### src/rtl/drive_cmd_arbiter.sv
// drive_cmd_arbiter
// Chooses one of N_SRC driving-command sources for the SimulatedDevice path.
// A neutral gap is inserted whenever the chosen source changes and whenever
// the car would flip directly between forward and backward. Contradictory
// direction pairs are suppressed. Barrier requests become fixed-length pulses.
module drive_cmd_arbiter #(
  parameter int N_SRC      = 3,
  parameter int SEL_W      = 2,
  parameter int SWITCH_GAP = 4,
  parameter int REV_GAP    = 2,
  parameter int PULSE_LEN  = 3
) (
  input  logic               clk,
  input  logic               reset,
  input  logic               en,
  input  logic [SEL_W-1:0]   sel,
  input  logic [6*N_SRC-1:0] src_cmd,
  output logic [3:0]         move_signal,
  output logic               place_barrier,
  output logic               destroy_barrier,
  output logic [SEL_W-1:0]   active_src,
  output logic [1:0]         state
);

  // One counter width covers every gap and pulse length.
  localparam int MAX_CNT =
    (SWITCH_GAP > REV_GAP) ?
      ((SWITCH_GAP > PULSE_LEN) ? SWITCH_GAP : PULSE_LEN) :
      ((REV_GAP > PULSE_LEN) ? REV_GAP : PULSE_LEN);
  localparam int CNT_W = $clog2(MAX_CNT) + 1;

  localparam logic [CNT_W-1:0] SWITCH_LOAD = CNT_W'(SWITCH_GAP);
  localparam logic [CNT_W-1:0] REV_LOAD    = CNT_W'(REV_GAP);
  // The start cycle of a pulse is already high, so only PULSE_LEN-1 more remain.
  localparam logic [CNT_W-1:0] PULSE_LOAD  = CNT_W'(PULSE_LEN - 1);
  localparam logic [CNT_W-1:0] CNT_ONE     = CNT_W'(1);
  localparam logic [SEL_W-1:0] MAX_SEL     = SEL_W'(N_SRC);

  typedef enum logic [1:0] {
    IDLE   = 2'b00,
    SWITCH = 2'b01,
    RUN    = 2'b10,
    REV    = 2'b11
  } state_t;

  state_t           st;
  logic [CNT_W-1:0] gap_cnt;
  logic [CNT_W-1:0] pulse_cnt;
  logic [SEL_W-1:0] cur_sel;
  logic             place_hist;
  logic             destroy_hist;

  logic [5:0]       cmd;
  logic             sel_valid;
  logic             go_switch;
  logic             want_fwd;
  logic             want_bwd;
  logic             want_left;
  logic             want_right;
  logic [3:0]       run_move;
  logic             reversal;
  logic             place_rise;
  logic             destroy_rise;
  logic             pulse_busy;
  logic             start_pulse;

  assign state = st;

  // Pick the 6-bit command word of the source addressed by sel.
  always_comb begin
    cmd = 6'b000000;
    for (int i = 0; i < N_SRC; i++) begin
      if (sel == SEL_W'(i + 1)) begin
        cmd = src_cmd[6*i +: 6];
      end
    end
  end

  // Decode command rules, reversal and barrier edges for the selected source.
  always_comb begin
    sel_valid    = en && (sel != '0) && (sel <= MAX_SEL);
    go_switch    = (st == IDLE) ||
                   ((st == SWITCH) && (sel != cur_sel)) ||
                   (((st == RUN) || (st == REV)) && (sel != active_src));
    want_fwd     = cmd[3] & ~cmd[2];
    want_bwd     = cmd[2] & ~cmd[3];
    want_left    = cmd[1] & ~cmd[0];
    want_right   = cmd[0] & ~cmd[1];
    run_move     = {want_fwd, want_bwd, want_left, want_right};
    reversal     = (move_signal[3] & want_bwd) | (move_signal[2] & want_fwd);
    place_rise   = cmd[4] & ~place_hist;
    destroy_rise = cmd[5] & ~destroy_hist;
    pulse_busy   = place_barrier | destroy_barrier;
    start_pulse  = (st == RUN) && !pulse_busy && (place_rise != destroy_rise);
  end

  // Mode FSM with registered outputs, gap counting and barrier pulse timing.
  always_ff @(posedge clk) begin
    if (reset || !sel_valid) begin
      st              <= IDLE;
      gap_cnt         <= '0;
      pulse_cnt       <= '0;
      cur_sel         <= '0;
      place_hist      <= 1'b0;
      destroy_hist    <= 1'b0;
      move_signal     <= 4'b0000;
      place_barrier   <= 1'b0;
      destroy_barrier <= 1'b0;
      active_src      <= '0;
    end else if (go_switch) begin
      st              <= SWITCH;
      gap_cnt         <= SWITCH_LOAD;
      pulse_cnt       <= '0;
      cur_sel         <= sel;
      place_hist      <= 1'b0;
      destroy_hist    <= 1'b0;
      move_signal     <= 4'b0000;
      place_barrier   <= 1'b0;
      destroy_barrier <= 1'b0;
      active_src      <= '0;
    end else begin
      place_hist   <= cmd[4];
      destroy_hist <= cmd[5];

      case (st)
        SWITCH: begin
          if (gap_cnt <= CNT_ONE) begin
            st         <= RUN;
            gap_cnt    <= '0;
            active_src <= sel;
          end else begin
            gap_cnt <= gap_cnt - CNT_ONE;
          end
        end
        RUN: begin
          if (reversal) begin
            st          <= REV;
            gap_cnt     <= REV_LOAD;
            move_signal <= 4'b0000;
          end else begin
            move_signal <= run_move;
          end
        end
        REV: begin
          if (gap_cnt <= CNT_ONE) begin
            st          <= RUN;
            gap_cnt     <= '0;
            move_signal <= run_move;
          end else begin
            gap_cnt     <= gap_cnt - CNT_ONE;
            move_signal <= 4'b0000;
          end
        end
        default: begin
          st <= IDLE;
        end
      endcase

      if (pulse_busy) begin
        if (pulse_cnt == '0) begin
          place_barrier   <= 1'b0;
          destroy_barrier <= 1'b0;
        end else begin
          pulse_cnt <= pulse_cnt - CNT_ONE;
        end
      end else if (start_pulse) begin
        place_barrier   <= place_rise;
        destroy_barrier <= destroy_rise;
        pulse_cnt       <= PULSE_LOAD;
      end
    end
  end

endmodule

### config.mk
export PLATFORM = sky130hd
export DESIGN_NAME = drive_cmd_arbiter
export DESIGN_NICKNAME = d
export VERILOG_FILES = /design/src/rtl/drive_cmd_arbiter.sv
export SDC_FILE = /design/constraint.sdc
export NUM_CORES = 1
export LEC_CHECK = 0
export CORE_AREA = 2 2 68 70
export CTS_BUF_LIST = sky130_fd_sc_hd__clkbuf_8
export CTS_CLUSTER_SIZE = 25
export DETAILED_ROUTE_END_ITERATION = 7
export DIE_AREA = 0 0 70 72
export PLACE_DENSITY = 0.55
export SLEW_MARGIN = 20
export SYNTH_ARGS = -nofsm -noshare
export SYNTH_HDL_FRONTEND = slang
export SYNTH_SLANG_ARGS = --single-unit
### constraint.sdc
create_clock -name clk -period 1.5 [get_ports clk]
set_input_delay 0.225 -clock clk [delete_from_list [all_inputs] [get_ports clk]]
set_output_delay 0.225 -clock clk [all_outputs]
set_load 0.02 [all_outputs]
# Yosys cells after proc, flatten, opt, wreduce, memory -nomap -nowiden
# Index checks and enable logic that the tools add are counted.
# totals
regBits,20
latch_bits,0
ramBits,0
romBits,0
in_bits,23
out_inout_bits,10
word_cells,97
mem_count,0
# op_classes
n_addsub,2
mul,0
div_mod_pow,0
n_lt_le_gt_ge,2
eq_ne,15
shift,0
n_mux,22
bitwise_logic,16
reduce_logical,28
# ops
op,count
$mux W3,6
$mux W6,3
$reduce_and A2 Y1,7
$and A1 B1 Y1,8
$eq A2 B2 Y1 const B,4
$mux W4,2
$pmux W4 S2,1
$reduce_bool A2 Y1,4
$logic_and A1 B1 Y1,6
$mux W1,6
$not A1 Y1,6
$pmux W3 S2,1
$sub A3 B1 Y3 const B,2
$eq A2 B1 Y1 const B,2
$logic_or A1 B1 Y1,4
$mux W2,2
$ne A2 B1 Y1 const B,2
$ne A2 B2 Y1,2
$ne A2 B2 Y1 const B,2
$pmux W2 S2,1
$reduce_or A2 Y1,2
$le A3 B1 Y1 const B,1
$logic_not A3 Y1,1
$ne A3 B1 Y1 const B,1
7 further kinds,9

# Depth between registers and ports, before layout
# Gate-level depths: netlist of the first run.
# logic_depth
word_depth,11
mapped_depth,7
depth_no_buf,7

# Worst setup path before layout of the first run
# OpenSTA, ideal clock, no wires.
# synth_timing
kind,flip-flop to flip-flop
startpoint,register active_src[0]
endpoint,register move_signal[2]
setup_time_ps,101
t_arrival_ps,1449
required_time_ps,1399
path_slack_ps,-50
stages_incl_launch_ff,6
n_path_buf,0
period_less_slack_ps,1550
path_cell_list,dfxtp_1 -> xnor2_1 -> nand3_2 -> a21oi_2 -> nand3_1 -> o41ai_1
# synth_between
elab_chain_len,4
# synth_lines
element,line,rtl
start: declaration,21,"output logic [SEL_W-1:0] active_src,"
start signal: assignment,130,active_src <= sel;
$ne A2 B2 Y1,84,(((st == RUN) || (st == REV)) && (sel != active_src));
$logic_and A1 B1 Y1,84,
$logic_or A1 B1 Y1,83,((st == SWITCH) && (sel != cur_sel)) ||
$reduce_or A2 Y1 (no line),-,
end signal: assignment,141,move_signal <= run_move;
end signal: assignment,148,move_signal <= run_move;
end: declaration,18,"output logic [3:0] move_signal,"
# No other way between the ends.
# A chain may end at the register's enable or synchronous reset.

# Final worst setup path of the first run
# layout_timing
startpoint,register move_signal[3]
endpoint,output port move_signal[3]
# No word-level cell between the ends.

==> results of run 1 <==
==> cells by family after synthesis <==
group	synth area share
AOI/OAI and AO/OA	0.217
buffers and inverters	0.0630
xor gates and xnor gates	0.0532
and+or+nand+nor	0.179
muxes	0.0966
DFF	0.347
adders and majority gates	0.0434
==> power by group through the flow <==
stage / Clock (mW) / Sequential, mW / Combinational (mW)
after floorplan: 0 / 0.554 / 0.0966
after global placement: 0 / 0.553 / 0.200
after detailed placement: 0 / 0.553 / 0.203
after CTS: 0.552 / 0.540 / 0.211
after global routing: 0.591 / 0.542 / 0.232
final: 0.544 / 0.541 / 0.215
==> layout make-up <==
cell class	count	area, um^2
Clock inverter	1	30.0
Multi-Input combinational cell	93	783
Sequential cell	20	405
Tap cell	52	65.1
Inverter	10	37.5
Clock buffer	3	41.3
Fill cell	414	2410
Timing Repair Buffer	55	492
==> repair_timing <==
| item | in CTS | in global routing |
|---|---|---|
| resized for setup | 30 | 19 |
| hold buffers | 0 | 0 |
| gates cloned | 0 | 0 |
| setup endpoints to repair | 25 | 18 |
| pin swaps | 11 | 10 |
| buffers inserted | 2 | 1 |
==> synthesized netlist by cell type, drive strengths merged (2+ instances only) <==
| library cell | number |
|---|---|
| nand2 | 11 |
| inv | 10 |
| nor2b | 2 |
| nor3 | 2 |
| and2 | 3 |
| o311a | 2 |
| o21ai | 6 |
| a21oi | 4 |
| dfxtp | 20 |
| nor2 | 12 |
| xnor2 | 6 |
| ha | 4 |
| o21a | 2 |
| o211ai | 2 |
| nand2b | 4 |
| a22oi | 4 |
| buf | 4 |
| mux2 | 6 |
| mux2i | 4 |
| nand3 | 2 |
| a22o | 2 |
==> layer usage <==
layer,share of wire,routed length [um]
met3,0.045,129
met1,0.44,1260
met2,0.51,1440
met4,0.0067,19
met5,0,0
==> through the flow <==
stage / hold slack (ns) / cell area (um^2)
floorplan: 0.393 / 1170
global placement: 0.444 / 1670
detailed placement: 0.448 / 1670
CTS: 0.434 / 1810
global route: 0.418 / 1850
finish: 0.401 / 1850
==> path summary, 6_finish.rpt <==
check,from,to,slack (ns)
hold / removal,src_cmd[5],destroy_hist,0.40
hold reg to reg,move_signal[1],move_signal[1],0.45
setup reg to reg,cur_sel[1],move_signal[2],0.10
setup / recovery,move_signal[3],move_signal[3],0.06
==> state kept, by name (all words and copies together) (netlist names) <==
register,count
active_src,2
destroy_barrier,1
state,2
destroy_hist,1
gap_cnt,3
pulse_cnt,3
cur_sel,2
place_hist,1
place_barrier,1
move_signal,4
==> impl_metrics.env, run 1 <==
export IMPL_hold_viol=0
export IMPL_cts_buffers=3
export IMPL_synth_edf_count=0
export IMPL_place_inst=227
export IMPL_dp_hpwl_mm=2.28
export IMPL_grt_overflow=0
export IMPL_final_antenna_net_count=0
export IMPL_htree_levels=1
export IMPL_finalWorstSetupSlack_ns=0.0621
export IMPL_met2_usage=0.203
export IMPL_rows=24
export IMPL_p_leak_nw=0.819
export IMPL_grt_max_degree=13
export IMPL_drtPass1Iterations=4
export IMPL_clk_insertion_delay_late_ns=0.26
export IMPL_seqPwrFrac=0.416
export IMPL_slew_viol_final=0
export IMPL_ys_warn_count=0
export IMPL_routed_wirelength_mm=2.85
export IMPL_viasPerCell=4.71
export IMPL_finalNonFillerCells=234
export IMPL_layout_common_cells="buf_4, dfxtp_1, clkdlybuf4s50_1"
export IMPL_synth_top_cell_area_share=0.347
export IMPL_cellInternalPower_mw=1.02
export IMPL_vdd_drop_max_mv=0.302
export IMPL_synth_cell_types=44
export IMPL_grt_pass1_vias=1080
export IMPL_total_power_mw=1.30
export IMPL_worstRegToRegCells=5
export IMPL_synth_area_um2=1150
export IMPL_required_ns=1.27
export IMPL_hp_class="input port to register"
export IMPL_finalSetupViolations=0
export IMPL_grt_usage=0.119
export IMPL_finalSetupTns_ns=0
export IMPL_critPathLaunchType="register"
export IMPL_powerDensity_nw_per_um2=701
export IMPL_rsz0062_at_grt="true"
export IMPL_yosysSeqAreaShare=0.347
export IMPL_finalCriticalPeriod_ns=1.44
export IMPL_syn_avg_cell_area_um2=9.07
export IMPL_crit_arrival_ns=1.21
export IMPL_clk_transition_reported_paths_ns=0.08
export IMPL_synth_largest_area_cell="dfxtp_1"
export IMPL_synth_net_count=154
export IMPL_p_switching_mw=0.279
export IMPL_p_sw_frac=0.215
export IMPL_fp_dieW_um=70
export IMPL_dpl_worst_slack_ns=-0.751
export IMPL_synth_area_leaders="dfxtp_1, mux2_2, xnor2_1"
export IMPL_grt_pass1_wl_mm=4.93
export IMPL_crit_chain="clkdlybuf4s50_1"
export IMPL_top_usage_layer="met2"
export IMPL_hold_path_depth=4
export IMPL_gp_congestion=0.750
export IMPL_ys_ff_latch=20
export IMPL_vias=1101
export IMPL_syn_to_final_growth_pct=60.9
export IMPL_fin_crit_sh=0.959
export IMPL_final_util=0.435
export IMPL_pwr_share_comb=0.165
export IMPL_coreArea_um2=4260
export IMPL_path_delay_family="buffers and inverters"
export IMPL_clock_root_buffer="clkbuf_8"
export IMPL_drc=0
export IMPL_tightest_slew_ns=0.346
export IMPL_wl_per_cell_um=12.2
export IMPL_clk_path_buf_depth=2
export IMPL_critPathCaptureType="primary output"
export IMPL_drtIter0Drc=10
export IMPL_met3_usage=0.0236
export IMPL_slowest_stage="clkdlybuf4s50_1"
export IMPL_slowest_delay_ns=0.61
export IMPL_die_height_um=72
export IMPL_io_pins=33
export IMPL_fin_skew_ns=0.00396
export IMPL_p_clk_frac=0.419
export IMPL_worst_path_stages=1
export IMPL_syn_inst=127
export IMPL_cts_sinks=20
export IMPL_cts_tree="done"
export IMPL_cap_viol_max_count=0
export IMPL_max_slew_margin_rel=0.769
export IMPL_crit_fanout=3
export IMPL_status="finished, final reports clean"
export IMPL_fmax_mhz=695
export IMPL_final_nets=210
export IMPL_start_util=0.270
export IMPL_synth_ff_type="dfxtp_1"
export IMPL_die_area_um2=5040
export IMPL_drive_gt1_frac=0.313
export IMPL_path_class="register to primary output"
export IMPL_met1_usage=0.153
export IMPL_antenna_found_initial=0
export IMPL_path_buf_inv=1
export IMPL_n_antenna_cell=0
export IMPL_io_buffers=32
export IMPL_async_flop_share=0
export IMPL_final_common_cell="buf_4"
Note: power is estimated with default switching activity, not from simulation.
==> run 2, diff against run 1 <==
--- a/config.mk
+++ b/config.mk
@@ -6,11 +6,11 @@
 export NUM_CORES = 1
 export LEC_CHECK = 0
 export CORE_AREA = 2 2 68 70
-export CTS_BUF_LIST = sky130_fd_sc_hd__clkbuf_8
 export CTS_CLUSTER_SIZE = 25
 export DETAILED_ROUTE_END_ITERATION = 7
 export DIE_AREA = 0 0 70 72
-export PLACE_DENSITY = 0.55
+export DONT_BUFFER_PORTS = 1
+export PLACE_DENSITY = 0.45
 export SLEW_MARGIN = 20
 export SYNTH_ARGS = -nofsm -noshare
 export SYNTH_HDL_FRONTEND = slang
==> impl_metrics.env, run 2 (synthesized netlist as in run 1, its figures left out) <==
export IMPL_drc=0
export IMPL_grt_max_degree=15
export IMPL_path_delay_family="simple AND/OR/NAND/NOR gates"
export IMPL_hold_viol=0
export IMPL_largestRegisters="move_signal x4, gap_cnt x3, pulse_cnt x3"
export IMPL_io_buffers=0
export IMPL_slowest_delay_ns=0.34
export IMPL_finalCriticalPeriod_ns=1.40
export IMPL_stdcell_area_um2=1410
export IMPL_drtIter0Drc=20
export IMPL_crit_chain="xnor2_2, nand4_1, buf_4, nand2_2, buf_4, o311ai_1, nor2b_1"
export IMPL_vias=983
export IMPL_path_buf_inv=2
export IMPL_cts_tree="done"
export IMPL_rrSetupSlack_ns=0.10
export IMPL_dp_hpwl_mm=2.18
export IMPL_cpMostUsedCell="buf_4"
export IMPL_max_slew_margin_rel=0.734
export IMPL_final_antenna_net_count=0
export IMPL_reg2reg_from="cur_sel[0]"
export IMPL_coreArea_um2=4260
export IMPL_start_util=0.270
export IMPL_clock_root_buffer="clkbuf_8"
export IMPL_fin_crit_sh=0.932
export IMPL_final_nets=172
export IMPL_drive_gt1_frac=0.308
export IMPL_fp_dieW_um=70
export IMPL_fmax_mhz=716
export IMPL_wl_per_cell_um=14.1
export IMPL_p_leak_nw=0.546
export IMPL_htree_levels=1
export IMPL_critPathCaptureType="register"
export IMPL_drtPass1Iterations=4
export IMPL_rsz0062_at_grt="true"
export IMPL_viasPerCell=5.04
export IMPL_critPathLaunchType="register"
export IMPL_largest_register="move_signal"
export IMPL_largest_reg_flops=4
export IMPL_grt_pass1_vias=989
export IMPL_r2r_end="state[0]"
export IMPL_grt_overflow=0
export IMPL_rows=24
export IMPL_io_pins=33
export IMPL_slowest_stage="dfxtp_2"
export IMPL_top_usage_layer="met2"
export IMPL_tightest_slew_ns=0.398
export IMPL_path_class="register to register"
export IMPL_layout_common_cells="dfxtp_1, buf_4, nor2_1"
export IMPL_die_area_um2=5040
export IMPL_syn_to_final_growth_pct=22.7
export IMPL_finalNonFillerCells=195
export IMPL_met2_usage=0.197
export IMPL_grt_usage=0.114
export IMPL_grt_pass1_wl_mm=4.57
export IMPL_required_ns=1.64
export IMPL_met3_usage=0.0486
export IMPL_dpl_worst_slack_ns=-0.0142
export IMPL_met1_usage=0.136
export IMPL_slew_viol_final=0
export IMPL_finalSetupTns_ns=0
export IMPL_hp_class="input port to register"
export IMPL_fin_skew_ns=0.00544
export IMPL_min_to="cur_sel[0]"
export IMPL_die_height_um=72
export IMPL_whs_ns=0.121
export IMPL_clk_transition_reported_paths_ns=0.08
export IMPL_crit_fanout=2
export IMPL_clk_insertion_delay_late_ns=0.26
export IMPL_n_antenna_cell=0
export IMPL_gp_congestion=0.796
export IMPL_fillers=455
export IMPL_worstRegToRegCells=7
export IMPL_cap_viol_max_count=0
export IMPL_place_area_um2=1330
export IMPL_place_inst=192
export IMPL_finalWorstSetupSlack_ns=0.103
export IMPL_crit_arrival_ns=1.54
export IMPL_cts_buffers=3
export IMPL_antenna_found_initial=0
export IMPL_status="finished, final reports clean"
export IMPL_cts_sinks=20
export IMPL_hp_start="sel[0]"
export IMPL_hold_path_depth=2
export IMPL_routed_wirelength_mm=2.74
export IMPL_vdd_drop_max_mv=0.289
export IMPL_clk_path_buf_depth=2
export IMPL_finalSetupViolations=0
export IMPL_powerDensity_nw_per_um2=716
[run 2: cell types whose count changed in the layout (fill, tap and decap cells not counted), sizes merged]
cell	delta
clkdlybuf4s50	-15
buf	-7
dlygate4sd2	-7
dlymetal6s2s	-6
clkdlybuf4s15	-2
bufinv	-1
clkbuf	-1
[run 2: how the worst max path moves through the flow]
stage / slack (ns) / depth (start not counted) / endpoint / from
floorplan: -0.04 / 6 / move_signal[0] / sel[1]
global placement: -0.008 / 5 / move_signal[3] / sel[1]
detailed placement: -0.01 / 5 / move_signal[0] / sel[1]
CTS: 0.01 / 6 / gap_cnt[0] / cur_sel[1]
global route: -0.006 / 6 / move_signal[0] / gap_cnt[1]
finish: 0.10 / 7 / state[0] / cur_sel[0]
[run 2: area by class of cell]
type                       count  area, um^2  area share
multi-input combinational     93         738       0.522
inverter                      10        37.5      0.0265
sequential                    20         404       0.286
timing repair buffer          17         128      0.0903
clock buffer                   3        41.3      0.0292
tap                           52        65.1      0.0460
[run 2: metrics by stage]
step           total power [mW]  utilization
3_3_place_gp              0.664        0.312
2_1_floorplan             0.651            -
3_5_place_dp              0.664        0.312
4_1_cts                    1.03        0.323
5_1_grt                    1.07        0.332
6_report                   1.01        0.332
[run 2: what timing repair did]
action	in CTS	in global routing
setup endpoints to repair	1	8
setup buffers	0	0
pin swaps	1	5
hold buffers	0	0
gates resized for setup	1	8
cloned	0	0
[run 2: metal layers]
metal | part of all wire | up-vias | wire [um]
li1 | - | 481 | -
met1 | 0.42 | 472 | 1150
met2 | 0.50 | 30 | 1370
met3 | 0.084 | 0 | 231
met4 | 0 | 0 | 0
met5 | 0 | - | 0
[run 2: where the power goes]
group          switching (mW)  internal, mW  total, mW
clock network           0.176         0.179      0.355
registers             0.00474         0.536      0.541
logic                  0.0525        0.0640      0.116
